[config.mk]
export PLATFORM = sky130hd
export DESIGN_NAME = pipe_ctrl
export DESIGN_NICKNAME = d
export VERILOG_FILES = /design/src/rtl/pipe_pkg.sv /design/src/rtl/stall_watchdog.sv /design/src/rtl/pipe_ctrl.sv
export SDC_FILE = /design/constraint.sdc
export NUM_CORES = 1
export LEC_CHECK = 0
export CAP_MARGIN = 20
export CORE_UTILIZATION = 50
export DETAILED_ROUTE_END_ITERATION = 6
export DONT_BUFFER_PORTS = 1
export GPL_ROUTABILITY_DRIVEN = 0
export PLACE_DENSITY = 0.68
export SLEW_MARGIN = 10
export SYNTH_ARGS = -nofsm -noshare
export SYNTH_HDL_FRONTEND = slang
export SYNTH_SLANG_ARGS = --single-unit
[constraint.sdc]
create_clock -name clk -period 1.91 [get_ports clk]
set_input_delay 0.2865 -clock clk [delete_from_list [all_inputs] [get_ports clk]]
set_output_delay 0.2865 -clock clk [all_outputs]
set_load 0.03 [all_outputs]
[src/rtl/pipe_pkg.sv]
// Shared types and constants for the pipeline sequencer: FSM states and per-stage hold masks.
package pipe_pkg;

  typedef enum logic [1:0] {
    RUN   = 2'd0,
    STALL = 2'd1,
    FLUSH = 2'd2
  } pipe_state_t;

  localparam int INST_ADDR_W = 32;
  localparam int STALL_W     = 6;

  // Bit order of the hold vector: [0]pc [1]if [2]id [3]ex [4]mem [5]wb
  localparam logic [STALL_W-1:0] NO_STALL       = 6'b000000;
  localparam logic [STALL_W-1:0] STALL_ID_MASK  = 6'b000111;
  localparam logic [STALL_W-1:0] STALL_EX_MASK  = 6'b001111;
  localparam logic [STALL_W-1:0] STALL_MEM_MASK = 6'b011111;

  // The deepest requester wins; its mask also holds every stage in front of it.
  function automatic logic [STALL_W-1:0] stall_mask(input logic req_id,
                                                    input logic req_ex,
                                                    input logic req_mem);
    logic [STALL_W-1:0] mask;
    mask = NO_STALL;
    if (req_mem)     mask = STALL_MEM_MASK;
    else if (req_ex) mask = STALL_EX_MASK;
    else if (req_id) mask = STALL_ID_MASK;
    return mask;
  endfunction

endpackage

[src/rtl/stall_watchdog.sv]
// Counts consecutive stalled cycles and emits a one-cycle timeout pulse the cycle after
// the run reaches MAX_STALL; the counter saturates, so it only re-arms once stalling stops.
module stall_watchdog #(
  parameter int MAX_STALL = 64
) (
  input  logic clk,
  input  logic rst,
  input  logic stall_active,
  output logic timeout
);

  localparam int RUN_W = $clog2(MAX_STALL + 1);
  localparam logic [RUN_W-1:0] RUN_MAX    = RUN_W'(MAX_STALL);
  localparam logic [RUN_W-1:0] RUN_MAX_M1 = RUN_W'(MAX_STALL - 1);

  logic [RUN_W-1:0] r_run;
  logic             r_timeout;
  logic             w_hit;

  // True only on the single edge where the run count steps onto MAX_STALL.
  assign w_hit = stall_active && (r_run == RUN_MAX_M1);

  always_ff @(posedge clk) begin
    if (rst) begin
      r_run     <= '0;
      r_timeout <= 1'b0;
    end else begin
      r_timeout <= w_hit;
      if (!stall_active) begin
        r_run <= '0;
      end else if (r_run != RUN_MAX) begin
        r_run <= r_run + 1'b1;
      end
    end
  end

  assign timeout = r_timeout;

endmodule

[src/rtl/pipe_ctrl.sv]
// Pipeline sequencer: stall-vector arbitration, exception flush sequencing with redirect PC,
// stall watchdog and stalled-cycle perf counter.
module pipe_ctrl
  import pipe_pkg::*;
#(
  parameter int FLUSH_CYCLES = 2,
  parameter int MAX_STALL    = 64,
  parameter int CNT_W        = 32
) (
  input  logic                   clk,
  input  logic                   rst,
  input  logic                   stallreq_id,
  input  logic                   stallreq_ex,
  input  logic                   stallreq_mem,
  input  logic                   flush_req,
  input  logic [INST_ADDR_W-1:0] excp_pc,
  output logic [STALL_W-1:0]     stall,
  output logic                   flush,
  output logic [INST_ADDR_W-1:0] new_pc,
  output logic                   stall_timeout,
  output logic [CNT_W-1:0]       stall_cycles
);

  localparam int FC_W = (FLUSH_CYCLES > 1) ? $clog2(FLUSH_CYCLES) : 1;
  localparam logic [FC_W-1:0] FLUSH_LOAD = FC_W'(FLUSH_CYCLES - 1);

  pipe_state_t            r_state;
  pipe_state_t            w_state_nxt;
  logic [FC_W-1:0]        r_flush_cnt;
  logic [FC_W-1:0]        w_flush_cnt_nxt;
  logic [INST_ADDR_W-1:0] r_new_pc;
  logic [CNT_W-1:0]       r_stall_cycles;
  logic [STALL_W-1:0]     w_stall;
  logic                   w_any_req;
  logic                   w_stall_active;
  logic                   w_timeout;

  assign w_any_req = stallreq_id | stallreq_ex | stallreq_mem;

  always_comb begin
    w_state_nxt     = r_state;
    w_flush_cnt_nxt = r_flush_cnt;
    w_stall         = NO_STALL;

    // Holding stages is pointless while they are being cleared, so a flush masks all stalls.
    if ((r_state != FLUSH) && !flush_req) begin
      w_stall = stall_mask(stallreq_id, stallreq_ex, stallreq_mem);
    end

    if (flush_req) begin
      w_state_nxt     = FLUSH;
      w_flush_cnt_nxt = FLUSH_LOAD;
    end else begin
      case (r_state)
        RUN: begin
          if (w_any_req) w_state_nxt = STALL;
        end
        STALL: begin
          if (!w_any_req) w_state_nxt = RUN;
        end
        FLUSH: begin
          if (r_flush_cnt == '0) begin
            w_state_nxt = RUN;
          end else begin
            w_flush_cnt_nxt = r_flush_cnt - 1'b1;
          end
        end
        default: w_state_nxt = RUN;
      endcase
    end
  end

  always_ff @(posedge clk) begin
    if (rst) begin
      r_state        <= RUN;
      r_flush_cnt    <= '0;
      r_new_pc       <= '0;
      r_stall_cycles <= '0;
    end else begin
      r_state     <= w_state_nxt;
      r_flush_cnt <= w_flush_cnt_nxt;
      // Last request wins, including one arriving mid-flush; value persists after the flush.
      if (flush_req) r_new_pc <= excp_pc;
      if (w_stall_active) r_stall_cycles <= r_stall_cycles + 1'b1;
    end
  end

  assign w_stall_active = |w_stall;

  stall_watchdog #(
    .MAX_STALL (MAX_STALL)
  ) u_stall_watchdog (
    .clk          (clk),
    .rst          (rst),
    .stall_active (w_stall_active),
    .timeout      (w_timeout)
  );

  // flush comes straight from state, so flush_req never reaches it combinationally.
  assign flush         = (r_state == FLUSH);
  assign stall         = w_stall;
  assign new_pc        = r_new_pc;
  assign stall_timeout = w_timeout;
  assign stall_cycles  = r_stall_cycles;

endmodule
After elaboration in Yosys (flattened, before gate mapping)
Cells that the tools add are included.
Widths: inputs -> output; s select.
- flip-flop bits (word level): 75
- input bits: 38
- output and inout bits: 72
- logic and storage cells: 46
- add/subtract/negate cells: 3
- equality and inequality tests: 11
- mux-type cells: 12
- bitwise logic cells: 3
- reductions and logical operators: 10
- operators by type and width (cell ; count):
    $add 32x1->32 const B ; 1
    $mux 5 ; 2
    $ne 3x3->1 const B ; 3
    $mux 2 ; 4
    $ne 2x2->1 const B ; 4
    $add 7x1->7 const B ; 1
    $eq 7x6->1 const B ; 1
    $ne 7x7->1 const B ; 1
    $pmux 2 s3 ; 1
    $reduce_and 3->1 ; 2
    $reduce_or 6->1 ; 1
    $mux 4 ; 1
    $reduce_or 2->1 ; 2
    $mux 1 ; 3
    $mux 3 ; 1
    $eq 2x1->1 const B ; 1
    $eq 2x2->1 const B ; 1
    $logic_and 1x1->1 ; 2
    $logic_not 2->1 ; 1
    $or 1x1->1 ; 2
    $reduce_bool 2->1 ; 1
    $logic_not 1->1 ; 1
    $not 1->1 ; 1
    $sub 1x1->1 const B ; 1

Depth between registers and ports, before layout
Gate-level depths: netlist of the first run.
- word-level depth: 7
- gate-level depth with buffers: 7
- mapped depth without buffers: 7

By module
From an unflattened synthesis of the first run, not the netlist that was laid out.
- cell total of the unflattened synthesis: 332
- area total of the unflattened synthesis: 3135.5 µm²
- by module, submodules not included (module ; times used ; cells an instance ; area an instance (µm²) ; seq. area each (µm²)):
    pipe_ctrl ; 1 ; 290 ; 2747.6 ; 1341.3
    stall_watchdog ; 1 ; 42 ; 387.9 ; 160.2

Least setup slack after synthesis of the first run
OpenSTA, ideal clock, no wires.
- path kind: register to register
- from: reg r_stall_cycles[0] (netlist: stall_cycles[0])
- to: reg r_stall_cycles[30] (netlist: stall_cycles[30])
- setup time: 0.070 ns
- arrival: 2.108 ns
- data required time: 1.840 ns
- path slack: -0.268 ns
- stages on the path, launching flop included: 7
- buffers on the path: 0
- clock period less this slack: 2.178 ns
- path through: dfxtp_1 -> ha_1 -> and2_2 -> nand4_2 -> or3_4 -> or4_1 -> a21oi_1
- longest elaborated chain between the ends: 1
- ends and longest elaborated chain (element ; line ; RTL):
    from (decl) ; pipe_ctrl.sv:32 ; logic [CNT_W-1:0] r_stall_cycles;
    from (signal assigned) ; pipe_ctrl.sv:84 ; if (w_stall_active) r_stall_cycles <= r_stall_cycles + 1'b1;
    $add 32x1->32 ; pipe_ctrl.sv:84 ;
No other way between the ends.
A chain may end at the register's enable or synchronous reset.

Worst setup path in the final report of the first run
- from: reg r_stall_cycles[0] (netlist: stall_cycles[0])
- to: reg r_stall_cycles[28] (netlist: stall_cycles[28])
Same word-level chain as after synthesis.

==> out/qor.csv, run 1 <==
metric;value;unit
DR vias;2522;
num ports;110;
endpoint class of the critical path;flop;
post-CTS setup buffers;0;
# DRC;0;
Final Hold Fails;0;
final setup vio count;0;
Clock Power Share;39.8;%
clock-pin transition on the worst setup and hold timing paths;0.08;ns
first-pass GRT wire length;11.0;mm
RSZ-0062 raised after global routing;true;
most common cell after layout, fill and taps aside;nor2_1;
num rows;28;
largest net degree at the start of global routing;63;
hpwl dp;4.84;mm
Starting Density;53.0;%
Top delay family on crit path;simple AND/OR/NAND/NOR gates;
max-slew violations;0;
design area;3840;µm²
largest fanout on the critical path;4;
fmax;0.533;GHz
power per cell area;823;nW/µm²
leading cell types in the layout, fill and taps excluded;69 x nor2_1, 59 x dfxtp_1, 45 x buf_4;
vias in the first global route;2348;
area delta synth->final;19.7;%
Die W;82.1;µm
CTS H-Tree Depth;3;
drt first-iter violations;88;
Final ANT Viol Nets;0;
Yosys cell types;42;
maxcap violations;0;
Cell Area, Synth;3210;µm²
DIE AREA;6750;µm²
Hold Path Class;in2reg;
sequential fraction of design power;54.2;%
min cycle time layout;1.87;ns
layout cells sized above 1;24.2;%
all-layer global routing usage;21.8;%
Crit Path Category;reg2reg;
total core area;6060;µm²
VDD IR max;0.000503;V
syn nets;384;
fin crit share;98.1;%
Internal;2.31;mW
initial antenna violation count;0;
cell chain of the critical path;ha_1 -> and2_4 -> nand4_4 -> or3_4 -> or4_4 -> a21oi_2;
antenna fix cells;0;
Crit path largest cell delay;0.49;ns
grt total ovfl;0;
fin util;63.4;%
flops & latches, synth;75;
Port Buffers;0;
Switching Share;27.1;%
vias per cell;5.44;
Seq/Total Area, Yosys;46.8;%
DP Area;3560;µm²
Post-Route Setup TNS;0;ns
Gate Count Post-Synth;343;
Worst Path Buf+Inv;0;
CP Launch Type;flop;
yosys warns;0;
CTS sink cnt;75;
root buffer cell;clkbuf_8;
DRT Pass-1 Iters;4;
Arrival @ worst endpoint;2.16;ns
CTS tree;yes;
Mean Syn Cell Area;9.36;µm²
Routed WL;7.13;mm
Clock Skew;0.00840;ns
routed len/inst;15.4;µm
Worst EP required;2.20;ns
leakage power;1.56;nW
Die H;82.1;µm
nets@finish;425;
CTS Buffer Depth;2;
worst skew pair latency;0.35;ns
Net Sw Power;0.856;mW
Comb power frac;6.0;%
total CTS buffers;9;
outcome;finished, final reports clean;
Slowest-stage cell, CP;or4_4;
==> flip-flops by register name, indices dropped and copies added, names as in the netlist <==
register / flops
u_stall_watchdog.timeout: 1
r_flush_cnt: 1
r_state: 2
new_pc: 32
stall_cycles: 32
u_stall_watchdog.r_run: 7
==> per-layer routing <==
layer | vias to the layer above | GRT usage, % | share of wire [%]
li1 | 1255 | - | -
met1 | 1176 | 30.0 | 48
met2 | 83 | 31.2 | 44
met3 | 8 | 6.48 | 7.0
met4 | 0 | 9.82 | 1.1
met5 | - | 0 | 0
==> timing repair <==
| item | 4_1_cts | 5_1_grt |
|---|---|---|
| endpoints found under the setup margin | 0 | 6 |
| hold endpoints to repair | 63 | 0 |
| hold buffers | 4 | 0 |
| gates resized for setup | 0 | 7 |
==> final timing paths <==
kind,from,end,slack (ns),cells past startpoint
worst min-delay path,flush_req,r_state[1],0.06,2
worst min register to register,r_state[1],r_state[0],0.43,1
worst max-delay path,stall_cycles[0],stall_cycles[28],0.04,6
worst max register to register,stall_cycles[0],stall_cycles[28],0.04,6
==> synthesized netlist by cell type (all sizes together) <==
master	number	area share, %
dfxtp	75	47
nor2	69	8.1
mux2i	32	10
nand2	18	2.1
xnor2	17	4.6
xor2	13	3.5
nand3	12	1.9
nand4	11	2.8
nor4	11	2.1
clkbuf	10	1.6
a21oi	9	1.4
buf	9	1.8
nor3	8	1.2
inv	7	0.82
and3	6	1.2
and4	6	1.7
or3	5	1.3
or4	5	1.2
ha	3	1.2
o31ai	3	0.70
and2	2	0.47
nor2b	2	0.39
o21ai	2	0.31
bufbuf	1	1.0
conb	1	0.12
mux2	1	0.35
nand2b	1	0.19
nand3b	1	0.23
nor4b	1	0.27
o41ai	1	0.27
or4b	1	0.31
==> kinds of logic (layout without fill, tap and decap cells) <==
| kind of cell | count (synthesis) | in the layout | synth area share (%) |
|---|---|---|---|
| AND/OR/NAND/NOR | 159 | 159 | 25.5 |
| flip-flops | 75 | 75 | 46.8 |
| multiplexers | 33 | 33 | 10.3 |
| XOR/XNOR | 30 | 30 | 8.18 |
| buffers and inverters | 27 | 73 | 5.26 |
| AO/OA/AOI/OAI | 15 | 15 | 2.69 |
| adder cells (fa/ha/maj) | 3 | 3 | 1.17 |
| other | 1 | 1 | 0.117 |
==> layout make-up <==
class,instances,area (µm²)
clock buffer,9,124
clock inverter,7,81.3
fill,523,2220
inverter,7,26.3
multi-input combinational,241,1570
sequential,75,1550
tap,75,93.8
timing repair buffer,50,407
==> per-stage QoR <==
stage | instances | setup WS [ns] | hold slack, ns | power (mW)
floorplan | 343 | -0.0250 | 0.400 | 1.92
global placement | 444 | 0.0614 | 0.357 | 1.90
detailed placement | 444 | 0.0471 | 0.357 | 1.91
CTS | 464 | 0.0265 | 0.0477 | 3.19
global route | 464 | -0.0150 | 0.0716 | 3.28
finish | 464 | 0.0354 | 0.0633 | 3.16
==> power by group through the flow <==
stage,Sequential (mW),Clock [mW],Combinational (mW)
finish,1.71,1.26,0.191
global route,1.72,1.35,0.209
CTS,1.71,1.29,0.190
detailed placement,1.75,0,0.156
global placement,1.75,0,0.151
floorplan,1.75,0,0.169
Power figures use the tool's default switching activity.
==> inputs of run 2 (changes only) <==
==> constraint.sdc (replaced) <==
create_clock -name clk -period 1.91 [get_ports clk]
set_input_delay 0.2865 -clock clk [delete_from_list [all_inputs] [get_ports clk]]
set_output_delay 0.2865 -clock clk [all_outputs]
set_load 0.05 [all_outputs]
==> run 2 against run 1 <==
Against the previous run: non-clock buffer count increased by 3; sequential power increased by 4%; clock power increased by 8%; critical path depth decreased by 1; global-route usage increased by 0.82 points; largest cell class unchanged; highest routed layer unchanged.
==> out/qor.csv, run 2 (synthesis gave the netlist of run 1 again) <==
metric;value;unit
outcome;finished, final reports clean;
power per cell area;856;nW/µm²
total CTS buffers;9;
first-pass GRT wire length;11.3;mm
drt first-iter violations;161;
grt total ovfl;0;
root buffer cell;clkbuf_8;
total core area;6060;µm²
fill count;500;
routed len/inst;15.6;µm
Hold Path Class;in2reg;
DR vias;2603;
Design Power;3.36;mW
vias per cell;5.57;
hpwl dp;4.96;mm
min cycle time layout;1.85;ns
Cell Count, Final, Fillers Out;467;
Arrival @ worst endpoint;2.14;ns
Tightest Pin Transition;0.579;ns
Worst EP required;2.20;ns
Port Buffers;0;
VDD IR max;0.000567;V
Comb power frac;6.7;%
Final ANT Viol Nets;0;
CTS Buffer Depth;2;
Switching Share;27.8;%
antenna fix cells;0;
Die W;82.1;µm
sequential fraction of design power;52.8;%
vias in the first global route;2439;
CTS H-Tree Depth;3;
fin util;64.7;%
Clock Skew;0.00943;ns
initial antenna violation count;0;
nets@finish;428;
maxcap violations;0;
Crit Path Category;reg2reg;
leading cell types in the layout, fill and taps excluded;69 x nor2_1, 57 x dfxtp_1, 49 x buf_4;
fmax;0.541;GHz
largest fanout on the critical path;4;
Clock Power Share;40.5;%
leakage power;1.59;nW
Starting Density;53.0;%
Final Hold Fails;0;
Routed WL;7.28;mm
layout cells sized above 1;26.3;%
max_slew headroom;61.3;%
area delta synth->final;22.1;%
worst skew pair latency;0.36;ns
worst hold slack;0.0269;ns
clock-pin transition on the worst setup and hold timing paths;0.09;ns
all-layer global routing usage;22.6;%
fin crit share;96.7;%
largest net degree at the start of global routing;64;
endpoint class of the critical path;flop;
DIE AREA;6750;µm²
num ports;110;
Internal;2.43;mW
DRT Pass-1 Iters;4;
CTS tree;yes;
num rows;28;
CTS sink cnt;75;
CP Launch Type;flop;
max-slew violations;0;
Net Sw Power;0.932;mW
final setup vio count;0;
Die H;82.1;µm
RSZ-0062 raised after global routing;false;
Cell Count Post-Placement;446;
# DRC;0;
most common cell after layout, fill and taps aside;nor2_1;
[run 2: path summary, 6_finish.rpt]
| kind | start | to | slack (ns) | depth (start not counted) |
|---|---|---|---|---|
| worst max-delay path | stall_cycles[6] | stall_cycles[30] | 0.06 | 5 |
| worst min-delay path | flush_req | r_state[0] | 0.03 | 1 |
| worst max register to register | stall_cycles[6] | stall_cycles[30] | 0.06 | 5 |
| worst min register to register | r_state[1] | r_state[0] | 0.42 | 1 |
[run 2: cell type report]
class | instances | area [µm²] | share of cell area [%]
inverters | 7 | 26.3 | 0.670
flip-flops and latches | 75 | 1550 | 39.6
well taps | 75 | 93.8 | 2.39
clock inverters | 5 | 65.1 | 1.66
clock buffers | 11 | 163 | 4.15
repair buffers | 53 | 435 | 11.1
multi-input cells | 241 | 1580 | 40.4
[run 2: what timing repair did]
action                                  in CTS  in global routing
resized for setup                            1                  8
endpoints found under the setup margin       1                  8
hold endpoints to repair                    63                  4
hold buffers                                 2                  1
setup buffers                                0                  2
pin swaps                                    0                  2
[run 2: per-layer routing]
layer | vias up | share of wire [%] | GRT usage [%]
met1 | 1214 | 45 | 27.6
li1 | 1263 | - | -
met2 | 113 | 44 | 34.5
met5 | - | 0 | 0
met3 | 13 | 8.7 | 10.0
met4 | 0 | 1.8 | 9.65
[run 2: through the flow]
stage	cell area [µm²]	setup TNS, ns	setup WS [ns]
after floorplan	3280	-0.175	-0.0868
after global placement	3600	0	0.0509
after detailed placement	3600	0	0.0175
after CTS	3870	0	0.000139
after global routing	3920	0	0.00286
final	3920	0	0.0627
[run 2: critical path, cell delays in order, from the launching register on]
cell	delay (ns)
dfxtp_4	0.35
and4_2	0.31
nand4_4	0.11
or3_4	0.41
or4_1	0.47
a21oi_1	0.14
[run 2: power by group through the flow]
| stage | registers (mW) | clock network, mW | logic, mW |
|---|---|---|---|
| after global routing | 1.78 | 1.46 | 0.242 |
| final | 1.77 | 1.36 | 0.224 |
| after CTS | 1.77 | 1.38 | 0.213 |
| after global placement | 1.81 | 0 | 0.179 |
| after floorplan | 1.81 | 0 | 0.186 |
| after detailed placement | 1.81 | 0 | 0.184 |
